**src/rtl/ifm_prefetch.sv**
```systemverilog
// Instruction-fetch prefetcher: pipelined Wishbone read master feeding a PC/instruction FIFO.
// Redirects flush the FIFO and mark outstanding reads as stale so their acks are discarded.
module ifm_prefetch #(
  parameter int unsigned DEPTH      = 4,
  parameter logic [31:0] RESET_ADDR = 32'h0000_0000
) (
  input  logic        clk_i,
  input  logic        rst_ni,
  input  logic        redirect_i,
  input  logic [31:0] redirect_addr_i,
  output logic        instr_valid_o,
  output logic [31:0] instr_o,
  output logic [31:0] instr_pc_o,
  input  logic        instr_ready_i,
  output logic [31:0] wb_adr_o,
  input  logic [31:0] wb_dat_i,
  output logic [31:0] wb_dat_o,
  output logic        wb_we_o,
  output logic [3:0]  wb_sel_o,
  output logic        wb_stb_o,
  input  logic        wb_ack_i,
  output logic        wb_cyc_o,
  input  logic        wb_stall_i
);

  localparam int unsigned AW = (DEPTH > 1) ? $clog2(DEPTH) : 1;
  localparam int unsigned CW = $clog2(DEPTH + 1);
  localparam logic [CW-1:0] DEPTH_C = CW'(DEPTH);
  localparam logic [CW:0]   DEPTH_W = (CW + 1)'(DEPTH);

  logic [CW-1:0] count_q, inflight_q, drop_q;
  logic [AW-1:0] rd_ptr_q, wr_ptr_q;
  logic [31:0]   fetch_pc_q, resp_pc_q;
  logic [31:0]   data_mem_q [DEPTH];
  logic [31:0]   pc_mem_q   [DEPTH];

  logic [CW:0]   pending;
  logic [31:0]   redirect_pc;
  logic          accept, ack_acc, push, pop;

  // Slots already promised to live reads count against FIFO space, so a push can never overflow.
  assign pending     = {1'b0, count_q} + {1'b0, inflight_q} - {1'b0, drop_q};
  assign redirect_pc = redirect_addr_i & ~32'h3;

  assign wb_stb_o = rst_ni && !redirect_i && (inflight_q < DEPTH_C) && (pending < DEPTH_W);
  assign wb_cyc_o = wb_stb_o || (inflight_q != '0);
  assign wb_adr_o = fetch_pc_q;
  assign wb_dat_o = '0;
  assign wb_we_o  = 1'b0;
  assign wb_sel_o = '1;

  assign accept  = wb_stb_o && !wb_stall_i;
  assign ack_acc = wb_ack_i && (inflight_q != '0);
  assign push    = ack_acc && (drop_q == '0) && !redirect_i;
  assign pop     = instr_valid_o && instr_ready_i && !redirect_i;

  assign instr_valid_o = (count_q != '0);
  assign instr_o       = data_mem_q[rd_ptr_q];
  assign instr_pc_o    = pc_mem_q[rd_ptr_q];

  always_ff @(posedge clk_i or negedge rst_ni) begin
    if (!rst_ni) begin
      count_q    <= '0;
      inflight_q <= '0;
      drop_q     <= '0;
      rd_ptr_q   <= '0;
      wr_ptr_q   <= '0;
      fetch_pc_q <= RESET_ADDR;
      resp_pc_q  <= RESET_ADDR;
      for (int unsigned i = 0; i < DEPTH; i++) begin
        data_mem_q[i] <= '0;
        pc_mem_q[i]   <= '0;
      end
    end else begin
      inflight_q <= inflight_q + CW'(accept) - CW'(ack_acc);
      if (redirect_i) begin
        // Every read still outstanding after this cycle's ack belongs to the old stream.
        drop_q     <= inflight_q - CW'(ack_acc);
        count_q    <= '0;
        rd_ptr_q   <= '0;
        wr_ptr_q   <= '0;
        fetch_pc_q <= redirect_pc;
        resp_pc_q  <= redirect_pc;
      end else begin
        if (accept)
          fetch_pc_q <= fetch_pc_q + 32'd4;
        if (ack_acc && (drop_q != '0))
          drop_q <= drop_q - CW'(1);
        if (push) begin
          data_mem_q[wr_ptr_q] <= wb_dat_i;
          pc_mem_q[wr_ptr_q]   <= resp_pc_q;
          wr_ptr_q             <= wr_ptr_q + AW'(1);
          resp_pc_q            <= resp_pc_q + 32'd4;
        end
        if (pop)
          rd_ptr_q <= rd_ptr_q + AW'(1);
        count_q <= count_q + CW'(push) - CW'(pop);
      end
    end
  end

endmodule

```
**config.mk**
```make
export PLATFORM = sky130hd
export DESIGN_NAME = ifm_prefetch
export DESIGN_NICKNAME = d
export VERILOG_FILES = /design/src/rtl/ifm_prefetch.sv
export SDC_FILE = /design/constraint.sdc
export NUM_CORES = 1
export LEC_CHECK = 0
export BUFFER_PORTS_ARGS = -buffer_cell sky130_fd_sc_hd__buf_4
export CAP_MARGIN = 20
export CORE_MARGIN = 2
export CORE_UTILIZATION = 55
export CTS_CLUSTER_DIAMETER = 50
export CTS_CLUSTER_SIZE = 25
export DETAILED_ROUTE_END_ITERATION = 6
export PLACE_DENSITY_LB_ADDON = 0.1
export SLEW_MARGIN = 20
export SYNTH_ARGS = -nofsm -noshare
export SYNTH_HDL_FRONTEND = slang
export SYNTH_SLANG_ARGS = --single-unit
```
**constraint.sdc**
```tcl
create_clock -name clk_i -period 4.89 [get_ports clk_i]
set_clock_uncertainty 0.2 [all_clocks]
set_input_delay 0.489 -clock clk_i [delete_from_list [all_inputs] [get_ports clk_i]]
set_output_delay 0.489 -clock clk_i [all_outputs]
set_load 0.02 [all_outputs]
```
==> out/results.txt, run 1 <==
Top FF cell, synth - dfrtp_1
crit path max-delay cell type - fa_1
Max VDD drop - 0.310 mV
YS warnings - 0
1st-pass router iterations - 5
normalized max-slew margin - 0.373
number of antenna-violating nets in the routed design - 0
Static Leak - 0.00822 uW
vias in the first global route - 9668
Critical Path Start Type - flop
first-pass GRT wire length - 53.1 mm
post-detail-place hpwl - 20.8 mm
Buf/Inv on CP - 3
placed insts - 1592
number of DRC markers in iteration 0 - 456
ant diodes - 0
initial antenna violation count - 0
number of I/O pins - 206
delay-heaviest family, CP - adder cells
WHS - 0.0235 ns
Longest Clk Path Bufs - 3
Die X - 173 um
Yosys cell types - 61
TritonCTS clock tree - done
Post-Syn Area - 15600 um2
post-synthesis sequential area ratio - 0.514
fin crit share - 0.754
worst skew pair latency - 0.52 ns
most numerous cell on the critical path - inv_1
status - finished clean
final hold vios - 0
CP peak stage delay - 0.53 ns
min-delay worst type - input port to flop
CTS root buf - clkbuf_16
min cycle time layout - 3.69 ns
top cells by area, synth - dfrtp_1, mux2_2, mux4_2
Rows - 61
layout cells sized above 1 - 0.459
arrival time at the worst endpoint - 3.00 ns
All-Layer GR Usage - 0.222
# resized after CTS - 0
critical path fanouts, max - 11
DR DRC count - 0
Worst Min Path Start - redirect_addr_i[8]
clock-pin slew on the worst setup and hold paths - 0.06 ns
setup_tns - 0 ns
clock sinks - 321
Synth area leader - dfrtp_1
R2R setup slack - 1.29 ns
Area growth syn-to-layout - 15.8%
commonest cells in the synthesized netlist - dfrtp_1, mux2_2, mux4_2
max_cap viols - 0
Vias/cell - 5.64
Die Height - 173 um
Post-synth EDFFs - 0
Worst EP required - 4.20 ns
Worst R2R Start - inflight_q[1]
FFs w/ async S/R, synth - 1.00
chain of cells forming the critical path - inv_1 -> fa_1 -> inv_1 -> ha_1 -> nand3b_1 -> and4bb_2 -> nor2_1 -> o31ai_1 -> buf_4
Overflow after GRT - 0
Achievable Freq - 0.271 GHz
routed len/inst - 19.6 um
largest net degree at the start of global routing - 122
H-tree levels - 2
Worst Setup SP - inflight_q[1]
TritonCTS Buffers - 36
setup bufs post-CTS - 0
RePlAce Congestion - 0.813
post-synth top area share - 0.514
count leader, synth - dfrtp_1
FF+latch count, synth - 321
Initial Utilization - 0.561
Final nets - 1344
die area - 29800 um2
worst-margin pin slew - 0.940 ns
fin cells - 1656
vias post-DR - 9347
Mean Syn Cell Area - 14.1 um2
total wire length - 32.5 mm
max-slew violations - 0
count of final setup violators - 0
Cells after Synth - 1109
CTS Hold Buffers Added - 1
Crit Path Class - flop to primary output
critical path endpoint category - primary output
Port-buffer cells - 162
core footprint - 27900 um2
PD cells - 547 nW/um2
RSZ-0062 raised after global routing - no
per-stage QoR:
stage / total power, uW / instance area (um2) / worst slack [ns] / utilization
finish: 9900 / 18100 / 1.20 / 0.650
floorplan: 6000 / 15800 / 1.51 / -
detailed placement: 7140 / 16800 / 1.29 / 0.604
global placement: 7060 / 16800 / 1.33 / 0.604
CTS: 10000 / 18100 / 1.17 / 0.650
global route: 10400 / 18100 / 0.961 / 0.650
cell families after synthesis:
logic type	Yosys count	share of synthesized area
adders and majority gates	21	0.0187
other	2	0.000481
and+or+nand+nor	167	0.0639
buffers and inverters	139	0.0606
xor gates and xnor gates	42	0.0235
AOI/OAI and AO/OA	93	0.0408
muxes	324	0.278
DFF	321	0.514
final timing paths:
kind,to,cells after the start
min in group asynchronous,data_mem_q[104],2
min,resp_pc_q[8],2
min reg2reg,data_mem_q[39],1
max,wb_cyc_o,9
max reg2reg,inflight_q[2],12
max in group asynchronous,pc_mem_q[102],4
sequential cells by signal (all words and copies together), names as in the netlist:
signal / flops
wr_ptr_q: 2
rd_ptr_q: 2
drop_q: 3
inflight_q: 3
count_q: 3
data_mem_q: 128
resp_pc_q: 30
wb_adr_o: 30
pc_mem_q: 120
worst reg2reg max path: cells and delay by family (launching register included):
| family | cells | cell delay (ns) |
|---|---|---|
| adders and majority gates | 5 | 1.70 |
| xor gates and xnor gates | 1 | 0.13 |
| AOI/OAI and AO/OA | 1 | 0.25 |
| buffers and inverters | 3 | 0.24 |
| and+or+nand+nor | 2 | 0.55 |
| DFF | 1 | 0.42 |
cell type report:
type / count / area (um2)
Fill cell: 2134 / 9760
Sequential cell: 321 / 8040
Multi-Input combinational cell: 688 / 6810
Timing Repair Buffer: 177 / 1410
Clock buffer: 41 / 961
Tap cell: 378 / 473
Clock inverter: 22 / 295
Inverter: 29 / 109
layer usage:
| metal | track usage | part of all wire |
|---|---|---|
| met1 | 0.326 | 0.46 |
| met2 | 0.349 | 0.47 |
| met3 | 0.0374 | 0.051 |
| met4 | 0.0531 | 0.014 |
| met5 | 0 | 0 |
placed cells by master, fill, tap and decap left out, types with 3 or more instances in the layout:
cell,synthesis,routed
bufinv_16,0,4
nor2_1,28,28
nor4_1,6,6
nand2b_1,9,9
and2_2,2,6
nand4_1,17,17
mux4_2,62,62
clkinvlp_4,0,6
nor3_1,11,11
or3_1,14,14
a31oi_1,15,15
nand2_1,24,24
a21boi_0,3,3
o21ai_0,17,17
mux2i_1,3,3
a21oi_1,17,17
conb_1,2,41
inv_8,0,4
clkbuf_16,0,37
ha_1,17,17
inv_1,28,28
buf_4,43,169
and3_1,7,7
dfrtp_1,321,319
xor2_1,24,24
o21a_1,8,8
xnor2_1,18,18
o31a_1,14,14
mux2_2,259,259
nand3_1,20,20
fa_1,4,4
buf_12,0,6
o211ai_1,4,4
power breakdown:
group          switching (uW)  internal [uW]  total (uW)
logic                    1600           1730        3330
clock network            1160           1670        2830
registers                 464           3270        3740
No activity file was read; power rests on OpenSTA's default activity.
==> run 2, diff against run 1 <==
Clock period 4.89 ns to 3.5 ns, I/O delays scaled along.
==> run 2 against run 1 <==
  * Design area is 3.8% higher
  * Non-clock buffer count is 69 higher
  * Clock-buffer cell count rose by 4
  * Via count is 3.7% higher
  * Register-to-register slack worse by 0.90 ns
  * Sequential power is 39% higher
  * Hold slack improved by 0.0037 ns
  * Critical path depth grew 1
  * Wire length increased by 1.1%
  * Critical endpoint unchanged
  * Core utilization increased by 2.5 points
  * Largest power group unchanged
==> out/results.txt, run 2 (synthesis results as in run 1) <==
number of antenna-violating nets in the routed design - 0 (unchanged)
vias in the first global route - 9948 (+2.9%)
Die X - 173 um (unchanged)
H-tree levels - 2 (unchanged)
worst skew pair latency - 0.51 ns (about the same)
R2R depth - 12 (unchanged)
Worst Min Path Start - redirect_addr_i[12]
pre-CTS setup slack - 0.315 ns (-0.974 ns)
post-detail-place hpwl - 20.8 mm (-0.20%)
WHS Endpoint - wb_adr_o[12]
Crit Path Class - flop to primary output
Worst EP required - 2.95 ns (-1.25 ns)
most common cell after layout, fill and taps aside - dfrtp_1
cell area after layout - 18800 um2 (+3.8%)
count of final setup violators - 0 (unchanged)
max-slew violations - 0 (unchanged)
routed len/inst - 19.1 um (-3.0%)
Overflow after GRT - 0 (unchanged)
worst-margin pin slew - 0.761 ns (-0.180 ns)
max FFs per register - 128 (unchanged)
initial antenna violation count - 0 (unchanged)
vias post-DR - 9689 (+3.7%)
Die Height - 173 um (unchanged)
number of DRC markers in iteration 0 - 450 (-1.3%)
max_cap viols - 0 (unchanged)
total wire length - 32.9 mm (+1.1%)
Worst R2R Start - count_q[1]
Hold Crit Depth - 3 (+1)
most frequent cells in the layout - dfrtp_1, mux2_2, buf_4
setup_tns - 0 ns (unchanged)
CTS root buf - clkbuf_16
Achievable Freq - 0.303 GHz
Top Registers - data_mem_q (128), pc_mem_q (120)
RePlAce Congestion - 0.800 (-1.6%)
critical path endpoint category - primary output
Rows - 61 (unchanged)
Port-buffer cells - 162 (unchanged)
Vias/cell - 5.62 (-0.49%)
die area - 29800 um2 (unchanged)
Longest Clk Path Bufs - 3 (unchanged)
DR DRC count - 0 (unchanged)
fin util - 0.674 (+0.0246)
TritonCTS clock tree - done
normalized max-slew margin - 0.486 (+0.113)
clock-pin slew on the worst setup and hold paths - 0.06 ns (about the same)
number of I/O pins - 206 (unchanged)
clock sinks - 321 (unchanged)
fin crit share - 0.942
r2r endpoint - inflight_q[2]
R2R setup slack - 0.39 ns (-0.90 ns)
status - finished clean
Max VDD drop - 0.502 mV (+62%)
largest net degree at the start of global routing - 141 (+16%)
ant diodes - 0 (unchanged)
placed insts - 1600 (+0.50%)
PD cells - 741 nW/um2 (+36%)
Initial Utilization - 0.561 (unchanged)
Area growth syn-to-layout - 20.2%
All-Layer GR Usage - 0.224 (+0.00219)
layout cells sized above 1 - 0.444 (-0.0146)
final setup margin - 0.205 ns (-0.996 ns)
min-delay worst type - input port to flop
Area after DPL - 16900 um2 (+0.65%)
Biggest register - data_mem_q
1st-pass router iterations - 4 (-1)
fin cells - 1725 (+4.2%)
Final nets - 1412 (+5.1%)
min cycle time layout - 3.30 ns
arrival time at the worst endpoint - 2.75 ns (-0.25 ns)
final hold vios - 0 (unchanged)
critical path fanouts, max - 3 (-8)
TritonCTS Buffers - 35 (-2.8%)
Static Leak - 0.00853 uW (+3.8%)
Critical Path Start Type - flop
first-pass GRT wire length - 53.5 mm (+0.78%)
core footprint - 27900 um2 (unchanged)
run 2: cell types whose count changed in the layout (fill, tap and decap cells not counted), sizes merged:
cell,change
clkinvlp,-2
inv,-5
clkinv,+3
buf,+12
clkbuf,+4
dlygate4sd3,+57
run 2: where the power goes:
group	total [uW]	switching [uW]	internal [uW]
registers	5190	612	4570
clock network	3860	1530	2330
logic	4870	2300	2570
run 2: routing by layer:
| metal | global-route usage | routed length, um | vias to the layer above |
|---|---|---|---|
| met5 | 0 | 0 | - |
| met4 | 0.0548 | 547 | 0 |
| met3 | 0.0350 | 1540 | 42 |
| met2 | 0.365 | 15900 | 238 |
| met1 | 0.319 | 14800 | 5008 |
| li1 | - | - | 4401 |
run 2: cell type report:
class,instances,area [um2]
Sequential cell,321,8040
Clock inverter,18,221
Timing Repair Buffer,246,2130
Tap cell,378,473
Clock buffer,45,996
Fill cell,2031,9080
Inverter,29,109
Multi-Input combinational cell,688,6810
run 2: critical path: stages, from the launching register on:
cell	delay, ns
dfrtp_1	0.38
inv_2	0.07
fa_1	0.53
inv_1	0.04
ha_1	0.27
nand3b_1	0.10
and4bb_2	0.27
buf_8	0.10
nor2_1	0.06
o31ai_1	0.23
buf_4	0.18
run 2: repair_timing:
action / in CTS / in global routing
cloned: 0 / 0
hold endpoints to repair: 369 / 0
hold buffers: 58 / 0
pin swaps: 0 / 1
setup endpoints to repair: 1 / 2
setup buffers: 1 / 3
gates resized for setup: 0 / 4
run 2: worst max-delay path by stage:
stage | slack, ns | from | end
floorplan | 0.12 | inflight_q[1] | inflight_q[2]
global placement | 0.38 | inflight_q[1] | inflight_q[2]
detailed placement | 0.32 | inflight_q[1] | inflight_q[2]
CTS | 0.03 | count_q[1] | wb_stb_o
global route | -0.01 | count_q[1] | wb_cyc_o
finish | 0.20 | count_q[1] | wb_cyc_o
run 2: per-stage QoR:
step	power, uW	hold slack, ns
2_1_floorplan	8380	-0.146
3_3_place_gp	9920	0.284
3_5_place_dp	10000	0.290
4_1_cts	14000	0.0101
5_1_grt	14700	0.0215
6_report	13900	0.0272
